**config.mk**
```make
export PLATFORM = sky130hd
export DESIGN_NAME = mux_scan_ctrl_flat
export DESIGN_NICKNAME = d
export VERILOG_FILES = /design/src/rtl/mux_scan_ctrl_pkg.sv /design/src/rtl/mux_scan_ctrl_if.sv /design/src/rtl/mux_scan_ctrl_settle_timer.sv /design/src/rtl/mux_scan_ctrl.sv /design/src/flat_wrapper.sv
export SDC_FILE = /design/constraint.sdc
export NUM_CORES = 1
export LEC_CHECK = 0
export ABC_AREA = 1
export BUFFER_PORTS_ARGS = -buffer_cell sky130_fd_sc_hd__buf_2
export CAP_MARGIN = 15
export CORE_MARGIN = 2
export CORE_UTILIZATION = 37
export CTS_CLUSTER_DIAMETER = 30
export CTS_CLUSTER_SIZE = 16
export DETAILED_ROUTE_END_ITERATION = 10
export HOLD_SLACK_MARGIN = 0.15
export PLACE_DENSITY_LB_ADDON = 0.15
export SKIP_CTS_REPAIR_TIMING = 1
export SYNTH_ARGS = -nofsm -noshare
export SYNTH_HDL_FRONTEND = slang
export SYNTH_SLANG_ARGS = --single-unit
```
**constraint.sdc**
```tcl
create_clock -name clk -period 1.7 [get_ports clk]
set_clock_uncertainty 0.05 [all_clocks]
set_input_delay 0.17 -clock clk [delete_from_list [all_inputs] [get_ports clk]]
set_output_delay 0.17 -clock clk [all_outputs]
set_load 0.05 [all_outputs]
```
**src/rtl/mux_scan_ctrl_pkg.sv**
```systemverilog
`timescale 1ns/1ps
// -----------------------------------------------------------------------------
// mux_scan_ctrl_pkg
// Shared definitions for the 4:1 mux scan controller:
//   - scan_state_e : FSM encodings (IDLE, SCAN, DONE)
//   - SEL_CHx      : {m,s} select pair for each mux channel (a..d)
//   - ch_sel()     : channel index -> {m,s}, the single source of channel order
// -----------------------------------------------------------------------------
package mux_scan_ctrl_pkg;

    typedef enum logic [1:0] {
        ST_IDLE = 2'd0,
        ST_SCAN = 2'd1,
        ST_DONE = 2'd2
    } scan_state_e;

    localparam int unsigned NUM_CH = 4;
    localparam logic [1:0]  LAST_IDX = 2'(NUM_CH - 1);

    // {m,s} per channel, fixed by how the mux is wired
    localparam logic [1:0] SEL_CH0 = 2'b01;  // a
    localparam logic [1:0] SEL_CH1 = 2'b00;  // b
    localparam logic [1:0] SEL_CH2 = 2'b10;  // c
    localparam logic [1:0] SEL_CH3 = 2'b11;  // d

    function automatic logic [1:0] ch_sel(input logic [1:0] idx);
        logic [1:0] ms;
        case (idx)
            2'd0:    ms = SEL_CH0;
            2'd1:    ms = SEL_CH1;
            2'd2:    ms = SEL_CH2;
            default: ms = SEL_CH3;
        endcase
        return ms;
    endfunction

endpackage

```
**src/rtl/mux_scan_ctrl_if.sv**
```systemverilog
`timescale 1ns/1ps
// -----------------------------------------------------------------------------
// mux_scan_ctrl_if
// Handshake and mux-side signals of the scan controller.
//   start   : scan request (consumer -> controller)
//   mux_w   : mux output w (mux -> controller)
//   sel_s   : mux select s (controller -> mux)
//   sel_m   : mux select m (controller -> mux)
//   busy    : scan in progress
//   done    : one-cycle pulse when result updates
//   result  : {d,c,b,a} as sampled through the mux
// master = controller side, slave = requester/mux side.
// -----------------------------------------------------------------------------
interface mux_scan_ctrl_if;
    logic       start;
    logic       mux_w;
    logic       sel_s;
    logic       sel_m;
    logic       busy;
    logic       done;
    logic [3:0] result;

    modport master (
        input  start,
        input  mux_w,
        output sel_s,
        output sel_m,
        output busy,
        output done,
        output result
    );

    modport slave (
        output start,
        output mux_w,
        input  sel_s,
        input  sel_m,
        input  busy,
        input  done,
        input  result
    );
endinterface

```
**src/rtl/mux_scan_ctrl_settle_timer.sv**
```systemverilog
`timescale 1ns/1ps
// -----------------------------------------------------------------------------
// mux_scan_ctrl_settle_timer
// CW-bit settle counter. Counts while en_i is high, wraps to zero on its
// terminal count (SETTLE-1) so each channel gets exactly SETTLE cycles.
//   clk   : clock
//   rst   : asynchronous active-high reset
//   clr_i : hold the counter at zero
//   en_i  : count enable
//   tc_o  : terminal-count flag (counter == SETTLE-1)
// -----------------------------------------------------------------------------
module mux_scan_ctrl_settle_timer #(
    parameter int unsigned SETTLE = 3,
    parameter int unsigned CW     = 4
) (
    input  logic clk,
    input  logic rst,
    input  logic clr_i,
    input  logic en_i,
    output logic tc_o
);

    localparam logic [CW-1:0] TC_VAL = CW'(SETTLE - 1);

    logic [CW-1:0] cnt_q;
    logic [CW-1:0] cnt_d;

    assign tc_o = (cnt_q == TC_VAL);

    always_comb begin
        cnt_d = cnt_q;
        if (clr_i || (en_i && tc_o)) begin
            cnt_d = '0;
        end else if (en_i) begin
            cnt_d = cnt_q + 1'b1;
        end
    end

    always_ff @(posedge clk or posedge rst) begin
        if (rst) begin
            cnt_q <= '0;
        end else begin
            cnt_q <= cnt_d;
        end
    end

endmodule

```
**src/rtl/mux_scan_ctrl.sv**
```systemverilog
`timescale 1ns/1ps
// -----------------------------------------------------------------------------
// mux_scan_ctrl
// Walks the 4:1 mux through channels a,b,c,d, holds each select pair for
// SETTLE cycles, samples mux_w at the end of each window and publishes the
// four samples as result = {d,c,b,a} with a start/busy/done handshake.
//   clk : rising-edge clock
//   rst : asynchronous active-high reset
//   bus : mux_scan_ctrl_if.master (start, mux_w, sel_s, sel_m, busy, done,
//         result)
// -----------------------------------------------------------------------------
module mux_scan_ctrl
    import mux_scan_ctrl_pkg::*;
#(
    parameter int unsigned SETTLE = 3,
    parameter int unsigned CW     = 4
) (
    input  logic           clk,
    input  logic           rst,
    mux_scan_ctrl_if.master bus
);

    scan_state_e state_q;
    logic [1:0]  idx_q;
    logic [3:0]  result_q;
    logic        busy_q;
    logic        done_q;
    logic        sel_s_q;
    logic        sel_m_q;
    logic [2:0]  shadow;

    logic        timer_en;
    logic        timer_clr;
    logic        timer_tc;
    logic        sample_now;

    assign timer_en   = (state_q == ST_SCAN);
    assign timer_clr  = ~timer_en;
    assign sample_now = timer_en && timer_tc;

    mux_scan_ctrl_settle_timer #(
        .SETTLE (SETTLE),
        .CW     (CW)
    ) u_settle_timer (
        .clk   (clk),
        .rst   (rst),
        .clr_i (timer_clr),
        .en_i  (timer_en),
        .tc_o  (timer_tc)
    );

    // Shadow bits for channels a..c; channel d goes straight into result.
    genvar gi;
    generate
        for (gi = 0; gi < 3; gi++) begin : g_shadow
            logic bit_q;
            always_ff @(posedge clk or posedge rst) begin
                if (rst) begin
                    bit_q <= 1'b0;
                end else if (sample_now && (idx_q == 2'(gi))) begin
                    bit_q <= bus.mux_w;
                end
            end
            assign shadow[gi] = bit_q;
        end
    endgenerate

    always_ff @(posedge clk or posedge rst) begin
        if (rst) begin
            state_q              <= ST_IDLE;
            idx_q                <= 2'd0;
            result_q             <= 4'd0;
            busy_q               <= 1'b0;
            done_q               <= 1'b0;
            {sel_m_q, sel_s_q}   <= SEL_CH0;
        end else begin
            done_q <= 1'b0;
            case (state_q)
                ST_IDLE: begin
                    if (bus.start) begin
                        state_q            <= ST_SCAN;
                        idx_q              <= 2'd0;
                        busy_q             <= 1'b1;
                        {sel_m_q, sel_s_q} <= ch_sel(2'd0);
                    end
                end
                ST_SCAN: begin
                    if (timer_tc) begin
                        if (idx_q == LAST_IDX) begin
                            // Last channel: bypass the shadow so result and
                            // done appear on the same edge as the final sample.
                            result_q           <= {bus.mux_w, shadow};
                            state_q            <= ST_DONE;
                            idx_q              <= 2'd0;
                            busy_q             <= 1'b0;
                            done_q             <= 1'b1;
                            {sel_m_q, sel_s_q} <= ch_sel(2'd0);
                        end else begin
                            idx_q              <= idx_q + 2'd1;
                            {sel_m_q, sel_s_q} <= ch_sel(idx_q + 2'd1);
                        end
                    end
                end
                ST_DONE: begin
                    // start is deliberately ignored here
                    state_q <= ST_IDLE;
                end
                default: begin
                    state_q <= ST_IDLE;
                end
            endcase
        end
    end

    assign bus.sel_s  = sel_s_q;
    assign bus.sel_m  = sel_m_q;
    assign bus.busy   = busy_q;
    assign bus.done   = done_q;
    assign bus.result = result_q;

endmodule

```
**src/flat_wrapper.sv**
```systemverilog
// flat-port wrapper written by rule: the top's interface ports become plain ports
module mux_scan_ctrl_flat import mux_scan_ctrl_pkg::*;
#(
    parameter int unsigned SETTLE = 3,
    parameter int unsigned CW     = 4
)
  (clk, rst, bus_start, bus_mux_w, bus_sel_s, bus_sel_m, bus_busy, bus_done, bus_result);
  mux_scan_ctrl_if bus_i ();
  input  logic clk;
  input  logic rst;
  input wire logic [$bits(bus_i.start)-1:0] bus_start;
  input wire logic [$bits(bus_i.mux_w)-1:0] bus_mux_w;
  output wire logic [$bits(bus_i.sel_s)-1:0] bus_sel_s;
  output wire logic [$bits(bus_i.sel_m)-1:0] bus_sel_m;
  output wire logic [$bits(bus_i.busy)-1:0] bus_busy;
  output wire logic [$bits(bus_i.done)-1:0] bus_done;
  output wire logic [$bits(bus_i.result)-1:0] bus_result;
  assign bus_i.start = bus_start;
  assign bus_i.mux_w = bus_mux_w;
  assign bus_sel_s = bus_i.sel_s;
  assign bus_sel_m = bus_i.sel_m;
  assign bus_busy = bus_i.busy;
  assign bus_done = bus_i.done;
  assign bus_result = bus_i.result;
  mux_scan_ctrl #(.SETTLE(SETTLE), .CW(CW)) u_core (.clk(clk), .rst(rst), .bus(bus_i));
endmodule
```
== After elaboration in Yosys (flattened, before gate mapping) ==
Cells that the tools add are included.
Widths: inputs -> output; s select.
Storage, ports and cells
  bits in registers: 19
  word-level logic and storage cells: 63
  output and inout bits: 8
Operators by class
  reduce and logical (&&, ||, !) cells: 14
  equality and inequality tests: 10
  multiplexer cells: 25
  $add $sub $neg: 2
  bitwise gates (word level): 1
Operator list (count)
  $mux 2: 6
  $mux 1: 11
  $reduce_and 3->1: 3
  $mux 4: 2
  $pmux 2 s2: 2
  $eq 2x1->1 const B: 3
  $eq 2x2->1 const B: 3
  $logic_not 2->1: 3
  $ne 2x2->1 const B: 3
  $pmux 1 s2: 3
  $pmux 2 s3: 1
  $add 4x1->4 const B: 1
  $eq 4x2->1 const B: 1
  $logic_and 1x1->1: 4
  $reduce_and 4->1: 1
  $reduce_bool 2->1: 2
  $add 2x1->2 const B: 1
  $logic_or 1x1->1: 1
  $not 1->1: 1

== Depth between registers and ports, before layout ==
Gate-level depths: netlist (run 1).
  word-level depth: 6
  gate-level depth with buffers: 7
  mapped depth without buffers: 7

== By module ==
Synthesis (run 1) repeated with hierarchy kept, for this count alone.
Unflattened totals
  cell total of the unflattened synthesis: 112
  area, all modules: 962.2 µm²
Modules (own cells, without submodules)
  mux_scan_ctrl: seq. area each 351.6 µm², cells each 79, area each 705.7 µm², instances 1
  mux_scan_ctrl_settle_timer: seq. area each 100.1 µm², cells each 33, area each 256.5 µm², instances 1

== Worst setup path before layout (run 1) ==
Ideal clock, no wire load.
  kind: register to register
  start: reg u_core.idx_q[1]
  end: reg u_core.result_q[0] (netlist: u_core.bus.result[0])
  arrival: 1416 ps
  stages on the path, launching flop included: 6
  slack: 169 ps
  setup time: 66 ps
  path buffers: 0
  cell sequence: dfrtp_1 > ha_1 > inv_1 > nor3_4 > nand2_1 > nand2_1
On the way
  word-level cells in the longest chain between the ends: 2
RTL lines
  start: declaration: RTL line mux_scan_ctrl.sv:24  | logic [1:0] idx_q;
  start signal: assignment: RTL line mux_scan_ctrl.sv:99  | idx_q <= idx_q + 2'd1;
  $eq 2x2->1: RTL line mux_scan_ctrl.sv:89  | if (idx_q == LAST_IDX) begin
  $reduce_and 3->1 (no line)
  end signal: assignment: RTL line mux_scan_ctrl.sv:92  | result_q <= {bus.mux_w, shadow};
  end: declaration: RTL line mux_scan_ctrl.sv:25  | logic [3:0] result_q;
No other way between the ends.
A chain may end at the register's enable or synchronous reset.

== Final worst setup path (run 1) ==
  start: reg u_core.u_settle_timer.cnt_q[0]
  end: reg u_core.result_q[2] (netlist: u_core.bus.result[2])
On the way
  word-level cells in the longest chain between the ends: 2
RTL lines
  start: declaration: RTL line mux_scan_ctrl_settle_timer.sv:25  | logic [CW-1:0] cnt_q;
  start signal: assignment: RTL line mux_scan_ctrl_settle_timer.sv:43  | cnt_q <= cnt_d;
  $eq 4x2->1: RTL line mux_scan_ctrl_settle_timer.sv:28  | assign tc_o = (cnt_q == TC_VAL);
  $reduce_and 3->1 (no line)
No other way between the ends.

==> impl_metrics.ini, run 1 <==
[logic_synthesis]
synth_cells = 94
synth-seq-cells = 18
synth-seq-area-share_pct = 50.8
netlist_area_um2 = 890
synth_cell_type_count = 21
avg_synthesized_cell_area_um2 = 9.46
synth_fp_nets = 104
yosysWarningCount = 0

[power_and_ir_drop]
power.switching_fraction_pct = 49.1
p_sw_uw = 1000
worst_ir_drop_vdd_mv = 0.974
leak_pwr_uw = 0.000535
power.share.clock_pct = 10.7
pwr-share-seq_pct = 36.7
power.density_mw_per_mm2 = 1990
power_report.internal_total_uw = 1040
pwr-share-comb_pct = 52.6
post-layout-total-power_uw = 2050

[worst_setup_path]
cp_cell_sequence = inv_1 -> ha_1 -> nand2_2 -> nor2_4 -> nand2_4 -> nand2_1 -> nand2_1
crit_path_top_delay_cell = sky130_fd_sc_hd__dfrtp_1
worst_setup_path_start_kind = flip-flop
path_common_cell = sky130_fd_sc_hd__nand2_1
worstSetupPathType = reg -> reg
worstSetupEndpointType = flip-flop
critPathRequiredTime_ns = 1.84
cp.arrival_ns = 1.48
cp_max_fo = 7
worst_path_largest_cell_delay_ns = 0.42

[cts]
clock_path_buffers = 2
cts_tree = yes
worst_setup_hold_path_clk_slew_ns = 0.10
cts.root.buffer_cell = sky130_fd_sc_hd__clkbuf_4
clock_latency_ns = 0.29
cts_inserted_buffers = 3
cts.htree.levels = 1
cts_sinks = 18

[finish]
count_of_antenna_diodes_in_the_layout = 0
finish.instance_area_mm2 = 0.00103
fill_cells = 217
share_of_cells_above_drive_strength_1_pct = 24.3
final_net_count = 122
mostFrequentLayoutCells = sky130_fd_sc_hd__nand2_1, sky130_fd_sc_hd__dfrtp_1, sky130_fd_sc_hd__buf_2
areaGrowthSynthToFinish_pct = 15.3
final_common_cell = sky130_fd_sc_hd__nand2_1
final_core_util_pct = 45.9

[drt]
drtIter0Drc = 5
post_drt_wl_per_cell_um = 10.2
ant_nets = 0
drt_pass1_iterations = 4
via_per_inst = 4.43
detail_route.wirelength_mm = 1.42
via_count = 616
drt_drc_violations_left = 0

[die]
number_of_top_level_pins = 12
die_height_um = 53.0
die_x_um = 53.0
initial_utilization_pct = 39.8
design.core.area_mm2 = 0.00223
floorplan.die_area_mm2 = 0.00281
site_rows = 17

[timing]
min_period_over_period_pct = 78.5
postLayoutSetupSlackWorst_ns = 0.365
setup_total_negative_slack_ns = 0
maxSlewViolCount = 0
unrepaired_setup_endpoints_after_global_routing = no
hold_viol_final = 0
tightestPinTransition_ns = 0.664
fmax_mhz = 749
relative_slew_slack_pct = 55.7
finalCriticalPeriod_ns = 1.34
setup-violations-final = 0

[place]
dp_slack_ns = 0.371
gp_congestion = 0.697
detailedPlacementHpwl_mm = 1.10
dpl-instance-area_um2 = 980
io_buffer_count = 11

[grt]
grt_usage_pct = 12.7
antenna_found_initial = 0
grt_overflow = 0
largest_net_degree_at_the_start_of_global_routing = 19
grt_pass1_wl_mm = 2.55
grt_pass1_vias = 600

[job]
maxcap_viol_count = 0

[worst_hold_path]
worstHoldPathType = in -> reg

[run_status]
outcome = finished, final reports clean
[area by class of cell]
cell class / instances / area (µm²) / share of cell area [%]
flip-flops and latches: 18 / 452 / 44.0
multi-input cells: 68 / 408 / 39.8
repair buffers: 13 / 75.1 / 7.32
well taps: 28 / 35.0 / 3.41
inverters: 8 / 30.0 / 2.93
clock buffers: 4 / 26.3 / 2.56
[metal layers]
layer / vias up / track usage [%] / part of all wire (%)
met4: 0 / 7.69 / 2.5
met2: 8 / 20.0 / 45
li1: 325 / - / -
met1: 278 / 15.9 / 50
met3: 5 / 2.54 / 2.5
met5: - / 0 / 0
[power by group through the flow]
stage	logic, µW	clock network (µW)	registers [µW]
4_1_cts	1090	235	755
5_1_grt	1200	252	781
3_5_place_dp	1090	0	764
6_report	1080	218	752
2_1_floorplan	590	0	1040
3_3_place_gp	1080	0	757
[cell families after synthesis]
group	Yosys count	synth area share, %
and+or+nand+nor	55	31.5
DFF	18	50.8
buffers and inverters	8	3.37
adders and majority gates	6	8.44
AOI/OAI and AO/OA	4	2.95
xor gates and xnor gates	3	2.95
[sequential cells by signal (all words and copies together), names as in the netlist]
register / flops
u_core.state_q: 2
u_core.bus.sel_s: 1
u_core.bus.busy: 1
u_core.bus.done: 1
u_core.u_settle_timer.cnt_q: 4
u_core.g_shadow.bit_q: 3
u_core.bus.result: 4
u_core.idx_q: 2
[stage by stage]
stage               hold slack, ns  instances
floorplan                   0.0578         94
global placement             0.259        133
detailed placement           0.259        133
CTS                        -0.0712        137
global route                 0.177        139
finish                       0.144        139
[Yosys cell counts (all sizes together)]
library cell	count	area, µm²
xnor2	2	17.5
inv	7	26.3
nor2	7	43.8
ha	6	75.1
clkinv	1	3.75
nand3	6	30.0
dfstp	1	26.3
dfrtp	17	425
o21ai	2	13.8
xor2	1	8.76
nand2	40	185
a21oi	1	5.00
o211ai	1	7.51
nor3	2	21.3
[critical path, delay by kind of cell (launching register included)]
kind / cells / cell delay, ns
DFF: 1 / 0.42
adders and majority gates: 1 / 0.15
buffers and inverters: 1 / 0.07
and+or+nand+nor: 5 / 0.55
[path summary, 6_finish.rpt]
check	startpoint	to	slack (ns)	depth (start not counted)
min	bus_start	u_core.state_q[0]	0.14	3
min reg2reg	u_core.bus.sel_s	u_core.bus.sel_s	0.42	2
max	u_core.u_settle_timer.cnt_q[0]	u_core.bus.result[2]	0.36	7
max in group asynchronous	rst	u_core.state_q[1]	0.72	3
min in group asynchronous	rst	u_core.bus.result[3]	0.46	3
max reg2reg	u_core.u_settle_timer.cnt_q[0]	u_core.bus.result[2]	0.36	7
No activity file was read; power rests on OpenSTA's default activity.
==> run 2: changes to the inputs <==
--- a/config.mk
+++ b/config.mk
@@ -5,7 +5,7 @@
 export SDC_FILE = /design/constraint.sdc
 export NUM_CORES = 1
 export LEC_CHECK = 0
-export ABC_AREA = 1
+export ABC_AREA = 0
 export BUFFER_PORTS_ARGS = -buffer_cell sky130_fd_sc_hd__buf_2
 export CAP_MARGIN = 15
 export CORE_MARGIN = 2
==> constraint.sdc (replaced) <==
create_clock -name clk -period 1.3 [get_ports clk]
set_clock_uncertainty 0.05 [all_clocks]
set_input_delay 0.13 -clock clk [delete_from_list [all_inputs] [get_ports clk]]
set_output_delay 0.13 -clock clk [all_outputs]
set_load 0.05 [all_outputs]
==> run 2 against run 1 <==
- the run now ends with setup timing left
- clock power rose by 60%
- clock-buffer cell count did not move
- area after synthesis fell by 2.4%
- non-clock buffer count rose by 16
- worst hold slack improved by 0.14 ns
- sequential share of layout area fell by 4.8 points
==> impl_metrics.ini, run 2 <==
[worst_setup_path]
cp_cell_sequence = inv_1 -> ha_1 -> nor3b_4 -> and3_4 -> mux2_4
cp.arrival_ns = 1.64
worstSetupPathType = reg -> reg
worstSetupEndpointType = flip-flop
kind_of_cell_with_the_highest_combined_delay_on_the_critical_path = simple AND/OR/NAND/NOR gates
critPathRequiredTime_ns = 1.44
worst_reg2reg_setup_slack_ns = -0.21
crit_path_top_delay_cell = sky130_fd_sc_hd__dfrtp_1
worst_path_largest_cell_delay_ns = 0.39
worst_setup_path_start_kind = flip-flop
critPathBufInv = 1
timing.critical_path.from = u_core.u_settle_timer.cnt_q[0]
cp_max_fo = 6
r2r_start = u_core.u_settle_timer.cnt_q[0]

[logic_synthesis]
yosys-top-cells-count = sky130_fd_sc_hd__dfrtp_1, sky130_fd_sc_hd__inv_1, sky130_fd_sc_hd__ha_1
yosys.area.top_type_share_pct = 49.0
synth-edff-count = 0
avg_synthesized_cell_area_um2 = 12.8
netlist_area_um2 = 868
simple_gate_fraction_of_synth_area_pct = 12.7
synth.largest_area_cell = sky130_fd_sc_hd__dfrtp_1
synth-compound-area-share_pct = 8.50
synthAdderAreaFrac_pct = 8.65
yosysWarningCount = 0
yosysMostFrequentCell = sky130_fd_sc_hd__dfrtp_1
main_combinational_cell_family_by_area_after_synthesis = simple AND/OR/NAND/NOR gates
synth_fp_nets = 78
synth-main-ff-cell = sky130_fd_sc_hd__dfrtp_1
asyncSetResetFlopFracSynth_pct = 100
synth_cell_type_count = 27
synth-seq-cells = 18
synth-seq-area-share_pct = 52.0
multiplexer_fraction_of_the_synthesized_cell_area_pct = 10.8
synth_xor_area_share_pct = 3.03
synthTopCellsByArea = sky130_fd_sc_hd__dfrtp_1, sky130_fd_sc_hd__ha_1, sky130_fd_sc_hd__mux2_4
synth_cells = 68

[grt]
grt_usage_pct = 13.9
grt_overflow = 0
antenna_found_initial = 0
grt_pass1_wl_mm = 2.71
largest_net_degree_at_the_start_of_global_routing = 11
grt_pass1_vias = 611

[power_and_ir_drop]
power.density_mw_per_mm2 = 2450
worst_ir_drop_vdd_mv = 1.04
leak_pwr_uw = 0.000578

[cts]
clock_latency_ns = 0.29
cts.root.buffer_cell = sky130_fd_sc_hd__clkbuf_4
cts.htree.levels = 1
worst_setup_hold_path_clk_slew_ns = 0.11
cts_tree = yes
cts_sinks = 18
clock_path_buffers = 2
cts_inserted_buffers = 3

[timing]
unrepaired_setup_endpoints_after_global_routing = yes
hold_viol_final = 0
fmax_mhz = 664
tightestPinTransition_ns = 0.348
postLayoutSetupSlackWorst_ns = -0.207
relative_slew_slack_pct = 76.8
min_period_over_period_pct = 116
maxSlewViolCount = 0
finalCriticalPeriod_ns = 1.51
worst_hold_slack_ns = 0.280
setup-violations-final = 13

[drt]
via_per_inst = 4.94
drt_drc_violations_left = 0
detail_route.wirelength_mm = 1.61
ant_nets = 0
drt_pass1_iterations = 4
post_drt_wl_per_cell_um = 12.5
drtIter0Drc = 3
via_count = 632

[die]
site_rows = 17
die_height_um = 52.4
floorplan.die_area_mm2 = 0.00275
die_x_um = 52.4
number_of_top_level_pins = 12
design.core.area_mm2 = 0.00221
initial_utilization_pct = 39.3

[finish]
share_of_cells_above_drive_strength_1_pct = 47.0
final_common_cell = sky130_fd_sc_hd__dfrtp_1
count_of_antenna_diodes_in_the_layout = 0
mostFrequentLayoutCells = sky130_fd_sc_hd__dfrtp_1, sky130_fd_sc_hd__buf_4, sky130_fd_sc_hd__buf_2
fill_cells = 212
post_layout_nonfiller_instances = 128
final_net_count = 111
seqCellArea_um2 = 453
finish.instance_area_mm2 = 0.00115
multi_input_area_um2 = 404
areaGrowthSynthToFinish_pct = 33.0

[run_status]
violations = setup timing
outcome = finished with violations

[worst_hold_path]
worstHoldPathType = in -> async

[place]
io_buffer_count = 11
dpl-instance-area_mm2 = 0.00108
placedCellCount = 121
detailedPlacementHpwl_mm = 1.23
gp_congestion = 0.744

[job]
maxcap_viol_count = 0
[run 2: cell type report]
cell class,instances,share of cell area (%)
Sequential cell,18,39.2
Multi-Input combinational cell,42,35.0
Timing Repair Buffer,29,17.3
Clock buffer,4,3.14
Tap cell,28,3.03
Inverter,7,2.28
[run 2: worst reg2reg max path, cell delays in order, from the launching register on]
cell and delay, ns:
sky130_fd_sc_hd__dfrtp_1 0.39, sky130_fd_sc_hd__inv_1 0.06, sky130_fd_sc_hd__ha_1 0.15, sky130_fd_sc_hd__nor3b_4 0.19, sky130_fd_sc_hd__and3_4 0.26, sky130_fd_sc_hd__mux2_4 0.31
[run 2: where the power goes]
part | leakage (µW) | total [µW] | internal, µW | switching, µW
clock network | 0.0000210 | 349 | 171 | 179
logic | 0.000337 | 1510 | 693 | 817
registers | 0.000220 | 968 | 804 | 163
[run 2: metrics by stage]
stage          TNS (ns)  total power (µW)  utilization [%]  setup slack [ns]
2_1_floorplan     -2.63              1990                -            -0.395
3_3_place_gp      -1.74              2460             48.9            -0.211
3_5_place_dp      -2.07              2490             48.9            -0.248
4_1_cts           -2.40              2850             50.5            -0.279
5_1_grt           -3.28              3050             52.2            -0.304
6_report          -2.03              2830             52.2            -0.207
[run 2: logic make-up after synthesis]
group           Yosys count
flops                    18
simple gates             17
compound gates            9
buf+inv                   8
mux                       7
fa+ha+maj                 6
xor+xnor                  3
[run 2: worst paths after layout]
check,end,cells after the start
max in group asynchronous,u_core.bus.busy,4
min reg2reg,u_core.bus.busy,2
min,u_core.state_q[0],3
max reg2reg,u_core.bus.result[1],5
min in group clk,u_core.bus.busy,2
max,u_core.bus.result[1],5
[run 2: routing by layer]
metal	routed length, µm	part of all wire (%)	vias up	GRT usage [%]
met1	702	44	312	16.8
li1	-	-	306	-
met3	67	4.2	2	2.86
met2	819	51	12	22.9
met5	0	0	-	0
met4	16	1.0	0	7.69
==> run 3: changes to the inputs <==
--- a/config.mk
+++ b/config.mk
@@ -15,6 +15,7 @@
 export DETAILED_ROUTE_END_ITERATION = 10
 export HOLD_SLACK_MARGIN = 0.15
 export PLACE_DENSITY_LB_ADDON = 0.15
+export REMOVE_ABC_BUFFERS = 1
 export SKIP_CTS_REPAIR_TIMING = 1
 export SYNTH_ARGS = -nofsm -noshare
 export SYNTH_HDL_FRONTEND = slang
==> run 3 against run 2 <==
- combinational power increased by 7%
- non-clock buffer count increased by 2
- global-route usage decreased by 0.052 points
- power increased by 2.8%
- critical path type unchanged
- the run still ends with setup timing left
- core utilization increased by 2.1 points
- critical endpoint is now u_core.bus.sel_s
- final cell count grew 1.6%
- routed wire length down 2.3%
==> impl_metrics.ini, run 3 (synthesis gave the netlist of run 2 again) <==
[finish]
finish.instance_area_mm2 = 0.00120
share_of_cells_above_drive_strength_1_pct = 49.0
final_net_count = 113
final_common_cell = sky130_fd_sc_hd__dfrtp_1
multi_input_area_um2 = 423
count_of_antenna_diodes_in_the_layout = 0
mostFrequentLayoutCells = sky130_fd_sc_hd__dfrtp_1, sky130_fd_sc_hd__buf_4, sky130_fd_sc_hd__buf_2
areaGrowthSynthToFinish_pct = 38.3
post_layout_nonfiller_instances = 130
seqCellArea_um2 = 452
fill_cells = 196

[timing]
finalCriticalPeriod_ns = 1.55
hold_viol_final = 0
tightestPinTransition_ns = 0.378
postLayoutSetupSlackWorst_ns = -0.253
maxSlewViolCount = 0
relative_slew_slack_pct = 74.8
setup_total_negative_slack_ns = -2.58
unrepaired_setup_endpoints_after_global_routing = yes
fmax_mhz = 644
setup-violations-final = 15
min_period_over_period_pct = 119

[grt]
grt_usage_pct = 13.9
grt_pass1_wl_mm = 2.63
antenna_found_initial = 0
largest_net_degree_at_the_start_of_global_routing = 11
grt_pass1_vias = 574
grt_overflow = 0

[worst_setup_path]
crit_path_top_delay_cell = sky130_fd_sc_hd__or4b_4
cp_max_fo = 3
worst_path_largest_cell_delay_ns = 0.49
worstSetupEndpointType = flip-flop
worst_reg2reg_setup_slack_ns = -0.25
cp_cell_sequence = inv_1 -> ha_2 -> or4b_4 -> o32ai_2 -> a21oi_1
timing.reg2reg.worst_path_depth = 5
critPathBufInv = 1
timing.critical_path.from = u_core.u_settle_timer.cnt_q[0]
worstSetupPathType = reg -> reg
r2r_start = u_core.u_settle_timer.cnt_q[0]
timing.critical_path.depth = 5
rr_endpoint = u_core.bus.sel_s
kind_of_cell_with_the_highest_combined_delay_on_the_critical_path = simple AND/OR/NAND/NOR gates
worst_setup_path_start_kind = flip-flop
worstSetupEndpoint = u_core.bus.sel_s
cp.arrival_ns = 1.72
critPathRequiredTime_ns = 1.47

[cts]
cts_inserted_buffers = 3
clock_latency_ns = 0.29
clock_path_buffers = 2
cts.root.buffer_cell = sky130_fd_sc_hd__clkbuf_4
worst_setup_hold_path_clk_slew_ns = 0.10
cts_tree = yes
cts.htree.levels = 1
cts_sinks = 18

[run_status]
violations = setup timing
outcome = finished with violations

[die]
floorplan.die_area_mm2 = 0.00275
number_of_top_level_pins = 12
die_height_um = 52.4
initial_utilization_pct = 39.3
site_rows = 17
design.core.area_mm2 = 0.00221
die_x_um = 52.4

[drt]
drtIter0Drc = 1
drt_pass1_iterations = 2
ant_nets = 0
post_drt_wl_per_cell_um = 12.1
via_per_inst = 4.78
detail_route.wirelength_mm = 1.57
drt_drc_violations_left = 0
via_count = 622

[power_and_ir_drop]
power.density_mw_per_mm2 = 2420
leak_pwr_uw = 0.000602
worst_ir_drop_vdd_mv = 1.30

[worst_hold_path]
worstHoldPathType = in -> async

[place]
placedCellCount = 121
dpl-instance-area_mm2 = 0.00106
gp_congestion = 0.726
io_buffer_count = 11
detailedPlacementHpwl_mm = 1.20

[job]
maxcap_viol_count = 0
run 3: worst min path at each step:
stage | end | slack (ns)
after floorplan | u_core.bus.busy | 0.02
after CTS | u_core.u_settle_timer.cnt_q[3] | -0.25
after detailed placement | u_core.u_settle_timer.cnt_q[3] | 0.08
after global routing | u_core.u_settle_timer.cnt_q[3] | 0.34
final | u_core.idx_q[1] | 0.29
after global placement | u_core.u_settle_timer.cnt_q[3] | 0.07
run 3: layout make-up:
cell class	count	share of cell area, %
Inverter	7	2.19
Sequential cell	18	37.6
Timing Repair Buffer	31	19.1
Multi-Input combinational cell	42	35.2
Clock buffer	4	3.02
Tap cell	28	2.92
run 3: report_power, final:
| part | total, µW | switching [µW] | leakage (µW) | internal, µW |
|---|---|---|---|---|
| clock | 335 | 164 | 0.0000210 | 171 |
| combinational | 1610 | 855 | 0.000360 | 755 |
| sequential | 962 | 160 | 0.000221 | 802 |
| total | 2910 | 1180 | 0.000602 | 1730 |
run 3: stage by stage:
step                utilization (%)  hold WS, ns  setup WS [ns]  power [µW]
floorplan                         -       0.0178         -0.484        1930
global placement               47.9       0.0697         -0.240        2400
detailed placement             47.9       0.0830         -0.287        2420
CTS                            49.5       -0.249         -0.308        2780
global route                   54.3        0.335         -0.329        3130
finish                         54.3        0.292         -0.253        2910
run 3: worst min-delay path: cells and delay by family:
kind	cells	cell delay, ns
buffers and inverters	3	0.93
run 3: per-layer routing:
| layer | routed length (µm) | global-route usage (%) | vias to the layer above | part of all wire (%) |
|---|---|---|---|---|
| met5 | 0 | 0 | - | 0 |
| met4 | 14 | 5.13 | 0 | 0.89 |
| met3 | 70 | 6.00 | 2 | 4.5 |
| met2 | 788 | 22.7 | 12 | 50 |
| met1 | 694 | 15.9 | 301 | 44 |
| li1 | - | - | 307 | - |
